### src/rtl/acc_datapath_dft.sv
// acc_datapath_dft: WIDTH-generic accumulator with op-coded ALU, shift-add
// multiplier (Busy handshake), registered carry/overflow flags and a full
// scan chain scan_in -> V -> C -> AC[WIDTH-1] ... AC[0] -> scan_out.
// Optional build macro: SAT_ARITH_EN (signed saturation on ADD/SUB).
module acc_datapath_dft #(
    parameter int unsigned WIDTH = 8
) (
    input  logic             clock,
    input  logic             reset,
    input  logic [WIDTH-1:0] ABus,
    input  logic [2:0]       Op,
    input  logic             LoadAC,
    input  logic             scan_en,
    input  logic             scan_in,
    output logic [WIDTH-1:0] OutBus,
    output logic [WIDTH-1:0] HiBus,
    output logic             CarryFlag,
    output logic             OvfFlag,
    output logic             ZeroFlag,
    output logic             Busy,
    output logic             scan_out
);

    localparam int unsigned CW = $clog2(WIDTH + 1);

    localparam logic [2:0] OP_LOAD = 3'b000;
    localparam logic [2:0] OP_ADD  = 3'b001;
    localparam logic [2:0] OP_SUB  = 3'b010;
    localparam logic [2:0] OP_AND  = 3'b011;
    localparam logic [2:0] OP_OR   = 3'b100;
    localparam logic [2:0] OP_XOR  = 3'b101;
    localparam logic [2:0] OP_SHR  = 3'b110;
    localparam logic [2:0] OP_MUL  = 3'b111;

`ifdef SAT_ARITH_EN
    localparam logic [WIDTH-1:0] SAT_MAX = {1'b0, {(WIDTH-1){1'b1}}};
    localparam logic [WIDTH-1:0] SAT_MIN = {1'b1, {(WIDTH-1){1'b0}}};
`endif

    typedef enum logic {
        ST_IDLE = 1'b0,
        ST_MUL  = 1'b1
    } state_t;

    state_t           state_q, state_d;
    logic [WIDTH-1:0] ac_q, ac_d;
    logic [WIDTH-1:0] mq_q, mq_d;
    logic [WIDTH-1:0] mcand_q, mcand_d;
    logic [CW-1:0]    cnt_q, cnt_d;
    logic             c_q, c_d;
    logic             v_q, v_d;

    logic             accept;
    logic             last_iter;
    logic [WIDTH:0]   add_full;
    logic [WIDTH:0]   sub_full;
    logic             add_ovf;
    logic             sub_ovf;
    logic [WIDTH:0]   mul_sum;
    logic [WIDTH-1:0] mul_mq;
    logic [WIDTH-1:0] mul_ac;

    // Operation acceptance, ALU results and one multiply iteration step
    always_comb begin
        accept    = LoadAC && (state_q == ST_IDLE) && !scan_en;
        last_iter = (cnt_q == CW'(WIDTH - 1));
        add_full  = {1'b0, ac_q} + {1'b0, ABus};
        sub_full  = {1'b0, ac_q} - {1'b0, ABus};
        add_ovf   = (ac_q[WIDTH-1] == ABus[WIDTH-1]) && (add_full[WIDTH-1] != ac_q[WIDTH-1]);
        sub_ovf   = (ac_q[WIDTH-1] != ABus[WIDTH-1]) && (sub_full[WIDTH-1] != ac_q[WIDTH-1]);
        mul_sum   = ac_q[0] ? ({1'b0, mq_q} + {1'b0, mcand_q}) : {1'b0, mq_q};
        mul_mq    = mul_sum[WIDTH:1];
        mul_ac    = {mul_sum[0], ac_q[WIDTH-1:1]};
    end

    // FSM state register
    always_ff @(posedge clock) begin
        if (reset) begin
            state_q <= ST_IDLE;
        end else begin
            state_q <= state_d;
        end
    end

    // FSM next state: scan aborts a multiply, last iteration returns to idle
    always_comb begin
        state_d = state_q;
        if (scan_en) begin
            state_d = ST_IDLE;
        end else if (state_q == ST_MUL) begin
            if (last_iter) begin
                state_d = ST_IDLE;
            end
        end else if (accept && (Op == OP_MUL)) begin
            state_d = ST_MUL;
        end
    end

    // Datapath registers
    always_ff @(posedge clock) begin
        if (reset) begin
            ac_q    <= '0;
            mq_q    <= '0;
            mcand_q <= '0;
            cnt_q   <= '0;
            c_q     <= 1'b0;
            v_q     <= 1'b0;
        end else begin
            ac_q    <= ac_d;
            mq_q    <= mq_d;
            mcand_q <= mcand_d;
            cnt_q   <= cnt_d;
            c_q     <= c_d;
            v_q     <= v_d;
        end
    end

    // Datapath next values: scan shift > multiply iteration > accepted op > hold
    always_comb begin
        ac_d    = ac_q;
        mq_d    = mq_q;
        mcand_d = mcand_q;
        cnt_d   = cnt_q;
        c_d     = c_q;
        v_d     = v_q;
        if (scan_en) begin
            v_d  = scan_in;
            c_d  = v_q;
            ac_d = {c_q, ac_q[WIDTH-1:1]};
        end else if (state_q == ST_MUL) begin
            ac_d  = mul_ac;
            mq_d  = mul_mq;
            cnt_d = cnt_q + CW'(1);
            if (last_iter) begin
                c_d = (mul_mq != '0);
                v_d = 1'b0;
            end
        end else if (accept) begin
            case (Op)
                OP_LOAD: ac_d = ABus;
                OP_ADD: begin
                    c_d  = add_full[WIDTH];
                    v_d  = add_ovf;
                    ac_d = add_full[WIDTH-1:0];
`ifdef SAT_ARITH_EN
                    if (add_ovf) begin
                        ac_d = ac_q[WIDTH-1] ? SAT_MIN : SAT_MAX;
                    end
`endif
                end
                OP_SUB: begin
                    c_d  = sub_full[WIDTH];
                    v_d  = sub_ovf;
                    ac_d = sub_full[WIDTH-1:0];
`ifdef SAT_ARITH_EN
                    if (sub_ovf) begin
                        ac_d = ac_q[WIDTH-1] ? SAT_MIN : SAT_MAX;
                    end
`endif
                end
                OP_AND: begin
                    ac_d = ac_q & ABus;
                    c_d  = 1'b0;
                    v_d  = 1'b0;
                end
                OP_OR: begin
                    ac_d = ac_q | ABus;
                    c_d  = 1'b0;
                    v_d  = 1'b0;
                end
                OP_XOR: begin
                    ac_d = ac_q ^ ABus;
                    c_d  = 1'b0;
                    v_d  = 1'b0;
                end
                OP_SHR: begin
                    ac_d = {1'b0, ac_q[WIDTH-1:1]};
                    c_d  = ac_q[0];
                    v_d  = 1'b0;
                end
                OP_MUL: begin
                    mcand_d = ABus;
                    mq_d    = '0;
                    cnt_d   = '0;
                end
            endcase
        end
    end

    // Outputs straight from state; ZeroFlag decoded from AC
    always_comb begin
        OutBus    = ac_q;
        HiBus     = mq_q;
        CarryFlag = c_q;
        OvfFlag   = v_q;
        ZeroFlag  = (ac_q == '0);
        Busy      = (state_q == ST_MUL);
        scan_out  = ac_q[0];
    end

endmodule

### config.mk
export PLATFORM = sky130hd
export DESIGN_NAME = acc_datapath_dft
export DESIGN_NICKNAME = d
export VERILOG_FILES = /design/src/rtl/acc_datapath_dft.sv
export SDC_FILE = /design/constraint.sdc
export NUM_CORES = 1
export LEC_CHECK = 0
export BUFFER_PORTS_ARGS = -buffer_cell sky130_fd_sc_hd__buf_2
export CAP_MARGIN = 20
export CORE_MARGIN = 8
export CORE_UTILIZATION = 64
export CTS_CLUSTER_DIAMETER = 200
export DETAILED_ROUTE_END_ITERATION = 8
export PLACE_DENSITY_LB_ADDON = 0.15
export SYNTH_ARGS = -nofsm -noshare
export SYNTH_HDL_FRONTEND = slang
export SYNTH_SLANG_ARGS = --single-unit
export TNS_END_PERCENT = 30
### constraint.sdc
create_clock -name clock -period 4.87 [get_ports clock]
set_clock_uncertainty 0.2 [all_clocks]
set_input_delay 0.974 -clock clock [delete_from_list [all_inputs] [get_ports clock]]
set_output_delay 0.974 -clock clock [all_outputs]
set_load 0.005 [all_outputs]
---- Word-level counts from Yosys, hierarchy flattened ----
Cells that the tools add are included.
word-level totals
  flip-flop bits (word level) ............. 31
  bits in latches ......................... 0
  memory bits (writable) .................. 0
  ROM bits ................................ 0
  bits of input ports ..................... 16
  output and inout bits ................... 21
  word-level logic and storage cells ...... 76
  memories ................................ 0
operators by class
  add/sub/neg operators ................... 4
  multipliers ............................. 0
  divide/modulo/power cells ............... 0
  $lt $le $gt $ge ......................... 0
  equal/unequal tests ..................... 13
  shift-type cells ........................ 0
  muxes and demuxes ....................... 24
  bitwise logic cells ..................... 5
  reduce and logical (&&, ||, !) cells .... 23
operators by type and width
  kind                   number
  $pmux W8 S7            1
  $mux W8                6
  $add A8 B8 Y9          2
  $eq A3 B3 Y1 const B   4
  $mux W4                3
  $mux W1                11
  $mux W9                1
  $reduce_and A3 Y1      3
  $reduce_bool A9 Y1     1
  $sub A8 B8 Y9          1
  $and A8 B8 Y8          1
  $logic_not A8 Y1       1
  $or A8 B8 Y8           1
  $reduce_bool A8 Y1     1
  $xor A8 B8 Y8          1
  $eq A3 B2 Y1 const B   2
  $reduce_bool A6 Y1     1
  $logic_and A1 B1 Y1    5
  $reduce_bool A5 Y1     1
  $add A4 B1 Y4 const B  1
  $eq A4 B3 Y1 const B   1
  $pmux W1 S4            1
  $reduce_and A4 Y1      1
  $reduce_bool A2 Y1     2
  13 further kinds       16

---- Depth between registers and ports, before layout ----
  depth after elaboration ................. 7
  depth in mapped cells ................... 10

---- Least setup slack after synthesis ----
OpenSTA, ideal clock, no wires.
  path type ............................... input-to-reg
  from .................................... in ABus[0]
  to ...................................... reg c_q, in the netlist CarryFlag
  arrival ................................. 2.725 ns
  path slack .............................. 1.811 ns
  cell stages on the path ................. 8
  buffers on the path ..................... 0
  cell sequence ........................... ha_1 fa_1 a21o_1 a221oi_2 o21bai_1 a211o_1 a221oi_2 a211oi_1
on the way
  word-level cells in the longest chain between the ends .. 5
  elaborated cells between the ends (all ways) .. 6
  those cells by class .................... add/sub: 2; mux: 4
ends and longest elaborated chain
  what                                                   RTL line  text
  start: declaration                                     10        input logic [WIDTH-1:0] ABus,
  $sub A8 B8 Y9 / $add A8 B8 Y9 (equally long branches)  68, 67
  $pmux W1 S4 *                                          139       case (Op)
  $mux W1 *                                              138       end else if (accept) begin
  $mux W1 *                                              130       end else if (state_q == ST_MUL) begin
  $mux W1 *                                              126       if (scan_en) begin
  end signal: assignment                                 106       c_q <= 1'b0;
  end signal: assignment                                 113       c_q <= c_d;
  end: declaration                                       50        logic c_q, c_d;
Mark *: on every way between the ends. The rest lies on a longest branch, timed or not. The select of a mux whose other input is x is not followed.
A chain may end at the register's enable or synchronous reset.

---- Worst setup path in the final report ----
  from .................................... reg ac_q[0], in the netlist OutBus[0]
  to ...................................... reg c_q, in the netlist CarryFlag
on the way
  word-level cells in the longest chain between the ends .. 5
  elaborated cells between the ends (all ways) .. 9
  those cells by class .................... add/sub: 2; mux: 6; reduce/logical: 1
ends and longest elaborated chain
  what                                                      RTL line  text
  start: declaration                                        46        logic [WIDTH-1:0] ac_q, ac_d;
  start signal: assignment                                  102       ac_q <= '0;
  start signal: assignment                                  109       ac_q <= ac_d;
  $sub A8 B8 Y9, or another cell as far along               68        sub_full = {1'b0, ac_q} - {1'b0, ABus};
  $pmux W1 S4 / $reduce_bool A8 Y1 (equally long branches)  139, 135
  $mux W1 (on tied branches)                                138, 134
  $mux W1 *                                                 130
  $mux W1 *                                                 126
Marks and branches as above.

==> metrics.csv <==
metric,value,unit
status,completed,
vias,3244,
fin_nets,470,
nFillCells,382,
grt_remaining_overflow,0,
max_stage_delay,850,ps
hold_violations,0,
synth_cell_types,65,
ant_nets,0,
synth_area_leaders,"dfxtp_1 (20%), ha_1 (14%), a21oi_1 (5.9%)",
wl_per_cell,18.5,µm
postCtsResizedCells,0,
rr_worst_depth,8,
tritoncts,built,
syn_area,0.00312,mm²
grt_first_pass_wirelength,15000,µm
synth_seq_area_share,19.9,%
r2r_setup_slack,1600,ps
period_needed,3270,ps
crit_chain,inv_1 > ha_1 > fa_1 > o21ba_2 > o2111ai_1 > o21ai_0 > a221oi_2 > a211oi_1,
whs_path_depth,2,
p_leak,1.42,nW
avgSynthCellArea,7.80,µm²
syn_to_final_growth,7.90,%
drv_cap,0,
n_antenna_cell,0,
synth_area_leader_cell,dfxtp_1,
die_x,85.8,µm
critPathArrivalTime,3220,ps
synth-seq-cells,31,
hold_ws,264,ps
core,0.00472,mm²
holdCritStartpoint,mcand_q[4],
grt_max_degree,33,
ys.flop_type,dfxtp_1,
clk_path_buf_depth,2,
syn-instance-count,400,
fmax,0.305,GHz
cts.clk_slew.worst_paths,80,ps
postCtsHoldBufs,0,
ys_warn_count,0,
gp_congestion,0.998,
dr.pass1.iters,5,
report.final.setup_viol,0,
peakVddDrop,147,µV
postCtsSetupRepairBufs,0,
grt_pass1_vias,3054,
antenna_found_initial,0,
ios,37,
root_buffer,clkbuf_8,
critPathTopFamily,compound AO/OA/AOI/OAI gates,
die_area,0.00737,mm²
crit_type,flip-flop to flip-flop,
post-route-drc-count,0,
initial_core_util,66.1,%
cts-htree-levels,2,
drt_wl_total,8980,µm
yosys.area.top_type_share,19.9,%
crit_fanout,23,
cp.depth,8,
port_buffers,36,
r2r_start,OutBus[0],
critPathCaptureType,flip-flop,
cp_num_buf_inv,1,
dr.first_iter.drc_count,329,
worst_ep_required_time,4820,ps
cts_sinks,31,
final_core_util,71.3,%
finalCritPeriodShare,67.2,%
worstHoldPathType,flip-flop to flip-flop,
start_kind,flip-flop,
grt_setup_unrepaired,false,
synth_fp_nets,453,
clock_latency,300,ps
drive_above_1_share,15.1,%
drv_slew,0,
cp_slowest_cell,dfxtp_1,
cts_made_buffers,5,
min_to,mcand_q[4],
hpwl,6360,µm
fp-row-count,25,
die_y,85.8,µm
synth-edff-count,0,
vias_per_cell,6.69,
finalSetupTns,0,ps
relSlewSlack,46.1,%
power.density,239,mW/mm²
reg2reg_to,CarryFlag,
grtUsageTotal,24.9,%
worstMarginPinSlew,807,ps
async_flop_share,0,%
layer usage:
| layer | share of wire [%] | GRT usage [%] | vias to the layer above |
|---|---|---|---|
| li1 | - | - | 1515 |
| met1 | 45 | 34.7 | 1546 |
| met2 | 44 | 36.7 | 165 |
| met3 | 9.1 | 4.68 | 18 |
| met4 | 1.8 | 9.39 | 0 |
| met5 | 0 | 0 | - |
through the flow:
step	worst slack, ps	area, µm²	cells	power, W
after detailed placement	1480	3250	477	0.000522
after CTS	1680	3370	485	0.000801
after global placement	1540	3250	477	0.000519
after global routing	1420	3370	485	0.000839
after floorplan	1810	3120	400	0.000463
final	1600	3370	485	0.000805
kinds of logic after synthesis:
kind of cell    synth area share, %
buf+inv                        7.70
simple gates                   18.5
fa+ha+maj                      15.6
mux                            3.01
compound gates                 32.9
xor+xnor                       2.53
flops                          19.9
power by group:
part	switching [W]	internal, W
Clock	0.000114	0.000166
Combinational	0.000147	0.0000977
Sequential	0.0000177	0.000263
flip-flops by register name, summed over array words and instances (netlist names):
name	count
mcand_q	8
HiBus	8
CarryFlag	1
OvfFlag	1
cnt_q	4
Busy	1
OutBus	8
synthesized netlist by cell type (all sizes together), types with 7 or more instances:
| cell type | instances |
|---|---|
| o211ai | 7 |
| nand2b | 8 |
| nand2 | 38 |
| a211oi | 10 |
| a221oi | 9 |
| dfxtp | 31 |
| buf | 18 |
| nand3 | 11 |
| o21ai | 23 |
| ha | 34 |
| clkbuf | 9 |
| inv | 26 |
| nor2 | 28 |
| a21oi | 38 |
worst reg2reg max path, cell delays in order (launching register included):
cell,delay (ps)
dfxtp_1,850
inv_1,340
ha_1,300
fa_1,420
o21ba_2,250
o2111ai_1,210
o21ai_0,200
a221oi_2,260
a211oi_1,100
layout by cell type, fill, tap and decap left out, types with 4 or more instances in the layout:
| master | instances |
|---|---|
| dfxtp_1 | 31 |
| nand2b_1 | 8 |
| mux2i_1 | 6 |
| buf_2 | 36 |
| ha_1 | 34 |
| a21o_1 | 5 |
| a221oi_1 | 6 |
| o211ai_1 | 6 |
| clkbuf_8 | 6 |
| inv_1 | 26 |
| nand3_1 | 11 |
| a211oi_1 | 10 |
| o21bai_1 | 4 |
| o31ai_1 | 4 |
| o21ai_0 | 23 |
| nor2_1 | 28 |
| o32ai_1 | 6 |
| nand2_1 | 38 |
| a21oi_1 | 37 |
| a31oi_1 | 6 |
| o221ai_1 | 6 |
| nor2b_1 | 6 |
| xnor2_1 | 6 |
worst max-delay path by stage:
stage / startpoint / to / slack, ps
final: OutBus[0] / CarryFlag / 1600
after global routing: OutBus[0] / CarryFlag / 1420
after CTS: OutBus[0] / CarryFlag / 1680
after detailed placement: ABus[0] / CarryFlag / 1480
after global placement: ABus[0] / CarryFlag / 1540
after floorplan: ABus[0] / CarryFlag / 1810
layout make-up:
type	count	area, µm²	share of cell area (%)
Multi-Input combinational cell	316	2260	67.1
Inverter	26	97.6	2.90
Clock buffer	6	82.6	2.45
Clock inverter	2	35.0	1.04
Tap cell	67	83.8	2.49
Timing Repair Buffer	37	188	5.57
Sequential cell	31	621	18.4
(Power assumes the default switching activity.)
